$ cat config.mk
export PLATFORM = sky130hd
export DESIGN_NAME = alu_issue_stage
export DESIGN_NICKNAME = d
export VERILOG_FILES = /design/src/rtl/microcpu_pkg.sv /design/src/rtl/alu_regfile.sv /design/src/rtl/alu_issue_stage.sv
export SDC_FILE = /design/constraint.sdc
export NUM_CORES = 1
export LEC_CHECK = 0
export ABC_CLOCK_PERIOD_IN_PS = 5300
export CAP_MARGIN = 10
export CORE_ASPECT_RATIO = 0.75
export CORE_MARGIN = 4
export CORE_UTILIZATION = 55
export CTS_BUF_LIST = sky130_fd_sc_hd__clkbuf_4
export CTS_CLUSTER_DIAMETER = 80
export DETAILED_ROUTE_END_ITERATION = 16
export PLACE_DENSITY = 0.86
export SLEW_MARGIN = 40
export SYNTH_ARGS = -nofsm -noshare
export SYNTH_HDL_FRONTEND = slang
export SYNTH_HIERARCHICAL = 1
export SYNTH_SLANG_ARGS = --single-unit
$ cat constraint.sdc
create_clock -name clk -period 5.3 [get_ports clk]
set_clock_uncertainty 0.05 [all_clocks]
set_input_delay 1.06 -clock clk [delete_from_list [all_inputs] [get_ports clk]]
set_output_delay 1.06 -clock clk [all_outputs]
set_load 0.02 [all_outputs]
$ cat src/rtl/microcpu_pkg.sv
// Shared definitions for the microcpu ALU issue stage: default sizes,
// ALU function codes and the issue FSM state type.
package microcpu_pkg;

    localparam int DEF_WIDTH = 16;
    localparam int DEF_NREGS = 4;
    localparam int DEF_RAW   = 2;

    // Function codes understood by ALU16bit; the issue stage only treats NOP specially.
    localparam logic [3:0] FUNC_NOP = 4'd0;
    localparam logic [3:0] FUNC_ADD = 4'd1;
    localparam logic [3:0] FUNC_SUB = 4'd2;
    localparam logic [3:0] FUNC_AND = 4'd3;
    localparam logic [3:0] FUNC_OR  = 4'd4;
    localparam logic [3:0] FUNC_XOR = 4'd5;
    localparam logic [3:0] FUNC_SHL = 4'd6;
    localparam logic [3:0] FUNC_SHR = 4'd7;

    typedef enum logic [0:0] {
        IDLE = 1'b0,
        EXEC = 1'b1
    } issue_state_e;

    function automatic logic is_nop(input logic [3:0] func);
        return (func == FUNC_NOP);
    endfunction

endpackage

$ cat src/rtl/alu_regfile.sv
// Small register file for the ALU issue stage: one write port, two
// instruction read ports and one debug read port, all reads combinational.
module alu_regfile
    import microcpu_pkg::*;
#(
    parameter int WIDTH = DEF_WIDTH,
    parameter int NREGS = DEF_NREGS,
    parameter int RAW   = DEF_RAW
) (
    input  logic             clk,
    input  logic             rst,
    input  logic             we,
    input  logic [RAW-1:0]   waddr,
    input  logic [WIDTH-1:0] wdata,
    input  logic [RAW-1:0]   ra_addr,
    output logic [WIDTH-1:0] ra_data,
    input  logic [RAW-1:0]   rb_addr,
    output logic [WIDTH-1:0] rb_data,
    input  logic [RAW-1:0]   dbg_addr,
    output logic [WIDTH-1:0] dbg_data
);

    logic [WIDTH-1:0] mem_q [NREGS];
    logic [WIDTH-1:0] mem_d [NREGS];

    // Next-state of the storage array: at most one entry changes per cycle.
    always_comb begin
        mem_d = mem_q;
        if (we) begin
            mem_d[waddr] = wdata;
        end else begin
            mem_d = mem_q;
        end
    end

    // Storage registers, cleared asynchronously.
    always_ff @(posedge clk or posedge rst) begin
        if (rst) begin
            for (int i = 0; i < NREGS; i++) begin
                mem_q[i] <= {WIDTH{1'b0}};
            end
        end else begin
            mem_q <= mem_d;
        end
    end

    assign ra_data  = mem_q[ra_addr];
    assign rb_data  = mem_q[rb_addr];
    assign dbg_data = mem_q[dbg_addr];

endmodule

$ cat src/rtl/alu_issue_stage.sv
// Issue/write-back stage around ALU16bit: accepts one instruction per two
// cycles, drives registered ALU operands and writes the result back to rd.
module alu_issue_stage
    import microcpu_pkg::*;
#(
    parameter int WIDTH = DEF_WIDTH,
    parameter int NREGS = DEF_NREGS,
    parameter int RAW   = DEF_RAW
) (
    input  logic             clk,
    input  logic             rst,
    input  logic             instr_valid,
    output logic             instr_ready,
    input  logic [3:0]       instr_func,
    input  logic [RAW-1:0]   instr_rd,
    input  logic [RAW-1:0]   instr_rs,
    input  logic [RAW-1:0]   instr_rt,
    input  logic             instr_use_imm,
    input  logic [WIDTH-1:0] instr_imm,
    input  logic             ld_en,
    input  logic [RAW-1:0]   ld_addr,
    input  logic [WIDTH-1:0] ld_data,
    output logic [WIDTH-1:0] alu_a,
    output logic [WIDTH-1:0] alu_b,
    output logic [3:0]       alu_func,
    input  logic [WIDTH-1:0] alu_out,
    output logic             done,
    output logic [RAW-1:0]   done_rd,
    output logic [WIDTH-1:0] done_data,
    input  logic [RAW-1:0]   dbg_sel,
    output logic [WIDTH-1:0] dbg_data
);

    issue_state_e     state_q, state_d;
    logic [WIDTH-1:0] alu_a_q, alu_a_d;
    logic [WIDTH-1:0] alu_b_q, alu_b_d;
    logic [3:0]       alu_func_q, alu_func_d;
    logic [RAW-1:0]   rd_q, rd_d;
    logic             nop_q, nop_d;
    logic             done_q, done_d;
    logic [RAW-1:0]   done_rd_q, done_rd_d;
    logic [WIDTH-1:0] done_data_q, done_data_d;

    logic             rf_we_s;
    logic [RAW-1:0]   rf_waddr_s;
    logic [WIDTH-1:0] rf_wdata_s;
    logic [WIDTH-1:0] rs_data_s;
    logic [WIDTH-1:0] rt_data_s;

    alu_regfile #(
        .WIDTH (WIDTH),
        .NREGS (NREGS),
        .RAW   (RAW)
    ) u_regfile (
        .clk      (clk),
        .rst      (rst),
        .we       (rf_we_s),
        .waddr    (rf_waddr_s),
        .wdata    (rf_wdata_s),
        .ra_addr  (instr_rs),
        .ra_data  (rs_data_s),
        .rb_addr  (instr_rt),
        .rb_data  (rt_data_s),
        .dbg_addr (dbg_sel),
        .dbg_data (dbg_data)
    );

    // Issue FSM: preload has priority over issue; EXEC always retires in one cycle.
    always_comb begin
        state_d     = state_q;
        alu_a_d     = alu_a_q;
        alu_b_d     = alu_b_q;
        alu_func_d  = alu_func_q;
        rd_d        = rd_q;
        nop_d       = nop_q;
        done_d      = 1'b0;
        done_rd_d   = done_rd_q;
        done_data_d = done_data_q;
        rf_we_s     = 1'b0;
        rf_waddr_s  = {RAW{1'b0}};
        rf_wdata_s  = {WIDTH{1'b0}};
        case (state_q)
            IDLE: begin
                if (ld_en) begin
                    rf_we_s    = 1'b1;
                    rf_waddr_s = ld_addr;
                    rf_wdata_s = ld_data;
                end else if (instr_valid) begin
                    alu_a_d    = rs_data_s;
                    alu_b_d    = instr_use_imm ? instr_imm : rt_data_s;
                    alu_func_d = instr_func;
                    rd_d       = instr_rd;
                    nop_d      = is_nop(instr_func);
                    state_d    = EXEC;
                end else begin
                    state_d = IDLE;
                end
            end
            EXEC: begin
                // Any ld_en seen here is intentionally dropped.
                if (!nop_q) begin
                    rf_we_s    = 1'b1;
                    rf_waddr_s = rd_q;
                    rf_wdata_s = alu_out;
                end else begin
                    rf_we_s = 1'b0;
                end
                done_d      = 1'b1;
                done_rd_d   = rd_q;
                done_data_d = alu_out;
                state_d     = IDLE;
            end
            default: begin
                state_d = IDLE;
            end
        endcase
    end

    // State and output registers, cleared asynchronously.
    always_ff @(posedge clk or posedge rst) begin
        if (rst) begin
            state_q     <= IDLE;
            alu_a_q     <= {WIDTH{1'b0}};
            alu_b_q     <= {WIDTH{1'b0}};
            alu_func_q  <= 4'd0;
            rd_q        <= {RAW{1'b0}};
            nop_q       <= 1'b0;
            done_q      <= 1'b0;
            done_rd_q   <= {RAW{1'b0}};
            done_data_q <= {WIDTH{1'b0}};
        end else begin
            state_q     <= state_d;
            alu_a_q     <= alu_a_d;
            alu_b_q     <= alu_b_d;
            alu_func_q  <= alu_func_d;
            rd_q        <= rd_d;
            nop_q       <= nop_d;
            done_q      <= done_d;
            done_rd_q   <= done_rd_d;
            done_data_q <= done_data_d;
        end
    end

    assign instr_ready = (state_q == IDLE) && !ld_en && !rst;
    assign alu_a       = alu_a_q;
    assign alu_b       = alu_b_q;
    assign alu_func    = alu_func_q;
    assign done        = done_q;
    assign done_rd     = done_rd_q;
    assign done_data   = done_data_q;

endmodule
Word level (Yosys, flattened, before mapping)
Cells that the tools add are included.
W data, S select, Z words.
Storage, ports and cells
  logic and storage cells: 57
  output and inout port bits: 72
  register bits after elaboration: 123
Operators by class
  $lt $le $gt $ge: 5
  mux-type cells: 26
  bitwise gates (word level): 6
  reductions and logical operators: 7
Operators with widths (number)
  $mux W16: 10
  $bmux W16 S2: 3
  $bwmux W64: 1
  $demux W16 S2: 1
  $pmux W16 S2: 1
  $ge A3 B3 Y1 const B: 4
  $not A2 Y3: 4
  $mux W1: 5
  $logic_not A4 Y1: 1
  $mux W2: 2
  $pmux W1 S2: 2
  $pmux W2 S2: 1
  $logic_and A1 B1 Y1: 3
  $lt A3 B1 Y1 const B: 1
  $reduce_and A3 Y1: 1
  $logic_not A1 Y1: 2
  $not A1 Y1: 2

Logic depth before layout (Yosys ltp)
  depth in word-level cells: 8
  depth in mapped cells: 7
  gate-level depth less buffers: 4

By module
The synthesis kept the hierarchy.
Modules (own cells, without submodules)
  alu_regfile: cells an instance 197, sequential area each 1601.5 sq um, area each 3559.7 sq um, instances 1
  alu_issue_stage: cells an instance 171, sequential area each 1476.4 sq um, area each 2621.3 sq um, instances 1

Least setup slack after synthesis
Ideal clock, no wire load.
  path type: input to output
  start: input port dbg_sel[0]
  end: output port dbg_data[10]
  slack: 2.098 ns
  buffers on the path: 2
  data arrival time: 2.092 ns
  stages on the path: 3
  required time: 4.190 ns
  path through: buf_2 buf_4 mux4_2
Between the ends
  word-level cells in the longest chain between the ends: 4
RTL lines
  start, declared: line alu_issue_stage.sv:30  | input logic [RAW-1:0] dbg_sel,
  $not A2 Y3 (not written as such): line alu_regfile.sv:49  | assign dbg_data = mem_q[dbg_addr];
  $bmux W16 S2: line alu_regfile.sv:49
  $mux W16 (not written as such) (2 in a row): line alu_regfile.sv:49
  end, declared: line alu_issue_stage.sv:31  | output logic [WIDTH-1:0] dbg_data
Every way passes these cells. The select of a mux whose other input is x is not followed.

Worst setup path after layout
Same ends and word-level chain as after synthesis.

==> flow_metrics.env <==
export IMPL_yosysMostFrequentCell="mux2_2"
export IMPL_die_h_um=99.8
export IMPL_clockRootBuffer="clkbuf_4"
export IMPL_core_area_sq_um=10900
export IMPL_ant_nets=0
export IMPL_yosys_most_used_dff="dfrtp_1"
export IMPL_dp_hpwl_mm=10.4
export IMPL_grt_use_total_pct=23.9
export IMPL_initial_core_util_pct=56.5
export IMPL_hold_depth=1
export IMPL_synth_nets=435
export IMPL_clockBufferDepth=2
export IMPL_critPathRequiredTime_ns=4.19
export IMPL_place_inst=627
export IMPL_setup_viol_count_final=0
export IMPL_r2r_end="u_regfile/mem_q[53]$_DFFE_PP0P_"
export IMPL_boundaryPins=139
export IMPL_final_layout_size_suffix_gt1_share_pct=44.3
export IMPL_first_iter_violations=292
export IMPL_routabilityCongestion=0.826
export IMPL_path_class="in2out"
export IMPL_cts_num_sinks=123
export IMPL_grt_ovfl_total=0
export IMPL_cellPowerDensity_nw_per_um2=414
export IMPL_grt_pass1_vias=4311
export IMPL_synth_top_area_share_pct=49.8
export IMPL_status="finished, final reports clean"
export IMPL_power_leakage_nw=3.32
export IMPL_whs_endpoint="alu_b[15]$_DFFE_PP0P_"
export IMPL_rsz0062_at_grt="false"
export IMPL_critPathArrivalTime_ns=2.96
export IMPL_drv_cap=0
export IMPL_cts_buffers=17
export IMPL_synthArstFlopShare_pct=100
export IMPL_insertion_delay_ns=0.51
export IMPL_ir_worst_vdd_uv=265
export IMPL_cts_setup_buffers=0
export IMPL_wire_per_inst_um=22.2
export IMPL_fin_setup_tns_ns=0
export IMPL_fin_hold_ws_ns=0.458
export IMPL_io_buffers=138
export IMPL_rr_startpoint="state_q$_DFF_PP0_"
export IMPL_ys_top_cells_by_count="mux2_2 (132), dfrtp_1 (123), mux4_2 (48), a22o_1 (17), buf_2 (12)"
export IMPL_drv_slew=0
export IMPL_timing_slew_headroom_pct=59.1
export IMPL_hp_class="reg2reg"
export IMPL_synth_edf_count=0
export IMPL_ys_seq_area_share_pct=49.8
export IMPL_fillers=695
export IMPL_vias_per_cell=5.99
export IMPL_synth_cell_types=23
export IMPL_final_min_clock_period_ns=4.07
export IMPL_clk_pin_slew_ns=0.09
export IMPL_grt_pass1_wl_mm=23.5
export IMPL_fin_crit_sh_pct=76.8
export IMPL_dieWidth_um=130
export IMPL_grt_antenna_before_repair=0
export IMPL_reg2reg_setup_slack_ns=2.68
export IMPL_synth_seq_cells=123
export IMPL_syn2layout_area_growth_pct=26.9
export IMPL_syn_area_sq_um=6180
export IMPL_yosys_area_top_type="dfrtp_1"
export IMPL_routed_wirelength_mm=14.6
export IMPL_clock_fmax_mhz=246
export IMPL_rows=33
export IMPL_firstDrtPassIters=4
export IMPL_instances_no_fill=659
export IMPL_synthCells=368
export IMPL_nets=573
export IMPL_cts_resized=0
export IMPL_r2r_cells=6
export IMPL_cts_tree="done"
export IMPL_num_antenna_cells=0
export IMPL_finalHoldViolCount=0
export IMPL_vias=3948
export IMPL_crit_path_max_fanout=16
export IMPL_yosys_top_cells_area="dfrtp_1 (50%), mux2_2 (24%), mux4_2 (17%), a22o_1 (2.4%), buf_6 (1.1%)"
export IMPL_htree_levels=4
export IMPL_worst_slew_pin_slew_ns=0.613
export IMPL_drc=0
export IMPL_power_total_mw=3.25
export IMPL_grt_max_degree=65
export IMPL_end_kind="primary output"
export IMPL_cts_hold_buf=0
export IMPL_min_from="alu_b[15]$_DFFE_PP0P_"
export IMPL_start_kind="input port"
export IMPL_avgSynthCellArea_sq_um=16.8
export IMPL_die_area_sq_um=13000
export IMPL_yosysWarnings=6
[layout make-up]
type | count | area, sq um | share of cell area [%]
clock buffer | 20 | 150 | 1.91
sequential | 123 | 3080 | 39.3
clock inverter | 12 | 105 | 1.34
tap | 140 | 175 | 2.23
multi-input combinational | 214 | 2890 | 36.8
inverter | 3 | 11.3 | 0.144
timing repair buffer | 147 | 1440 | 18.3
[per-stage QoR]
stage | setup slack [ns] | util (%) | cell area, sq um
after floorplan | 2.10 | - | 6180
after global placement | 1.16 | 69.4 | 7590
after detailed placement | 1.09 | 69.5 | 7600
after CTS | 1.09 | 71.8 | 7860
after global routing | 1.11 | 71.7 | 7840
final | 1.23 | 71.7 | 7840
[worst max-delay path, cell delays in order]
cell and delay [ns]:
clkdlybuf4s50_1 0.45, buf_4 0.32, mux4_2 0.55, clkdlybuf4s50_1 0.56
[layout by cell type, fill, tap and decap left out]
master | synthesis | layout
clkdlybuf4s50_1 | 0 | 134
mux2_2 | 132 | 132
dfrtp_1 | 123 | 122
mux4_2 | 48 | 48
clkbuf_4 | 0 | 20
a22o_1 | 17 | 17
buf_4 | 5 | 7
clkinv_1 | 0 | 6
buf_2 | 12 | 4
clkinv_2 | 0 | 3
nor3b_4 | 2 | 2
mux2_4 | 2 | 2
nor2b_1 | 2 | 2
inv_2 | 0 | 2
mux2_1 | 2 | 2
bufinv_16 | 0 | 2
nand3b_2 | 2 | 2
buf_6 | 6 | 2
inv_1 | 3 | 1
nand2_1 | 1 | 1
o21ai_0 | 1 | 1
o2bb2ai_1 | 1 | 1
nor3_1 | 1 | 1
or2_2 | 1 | 1
nor4_1 | 1 | 1
clkinvlp_4 | 0 | 1
dfrtp_2 | 0 | 1
nand3_2 | 1 | 1
[kinds of logic (layout without fill, tap and decap cells)]
logic type	count (synthesis)	after routing	share of synthesized area [%]
compound gates	19	19	2.63
buf+inv	31	182	3.50
flops	123	123	49.8
mux	184	184	42.4
simple gates	11	11	1.68
[registers in the layout, summed over array words and instances, names as in the netlist]
signal           count
alu_func             4
rd_q                 2
done_rd              2
u_regfile/mem_q     64
state_q              1
alu_a               16
nop_q                1
done                 1
alu_b               16
done_data           16
[worst max-delay path by stage]
stage,cells after the start,end,start
after floorplan,3,dbg_data[10],dbg_sel[0]
after global placement,3,dbg_data[6],dbg_sel[1]
after detailed placement,3,dbg_data[0],dbg_sel[1]
after CTS,3,dbg_data[0],dbg_sel[1]
after global routing,4,dbg_data[7],dbg_sel[0]
final,4,dbg_data[10],dbg_sel[0]
[routing by layer]
metal	vias to the layer above	wire length (um)	part of all wire [%]	GRT usage (%)
met3	11	1270	8.7	9.04
li1	1713	-	-	-
met4	0	99	0.68	4.98
met1	2059	6540	45	34.5
met2	165	6710	46	35.3
met5	-	0	0	0
[power by group]
part | leakage, nW | internal [mW] | switching (mW)
Clock | 0.142 | 0.284 | 0.327
Sequential | 1.55 | 1.21 | 0.221
Combinational | 1.63 | 0.725 | 0.486
No activity file was read; power rests on OpenSTA's default activity.
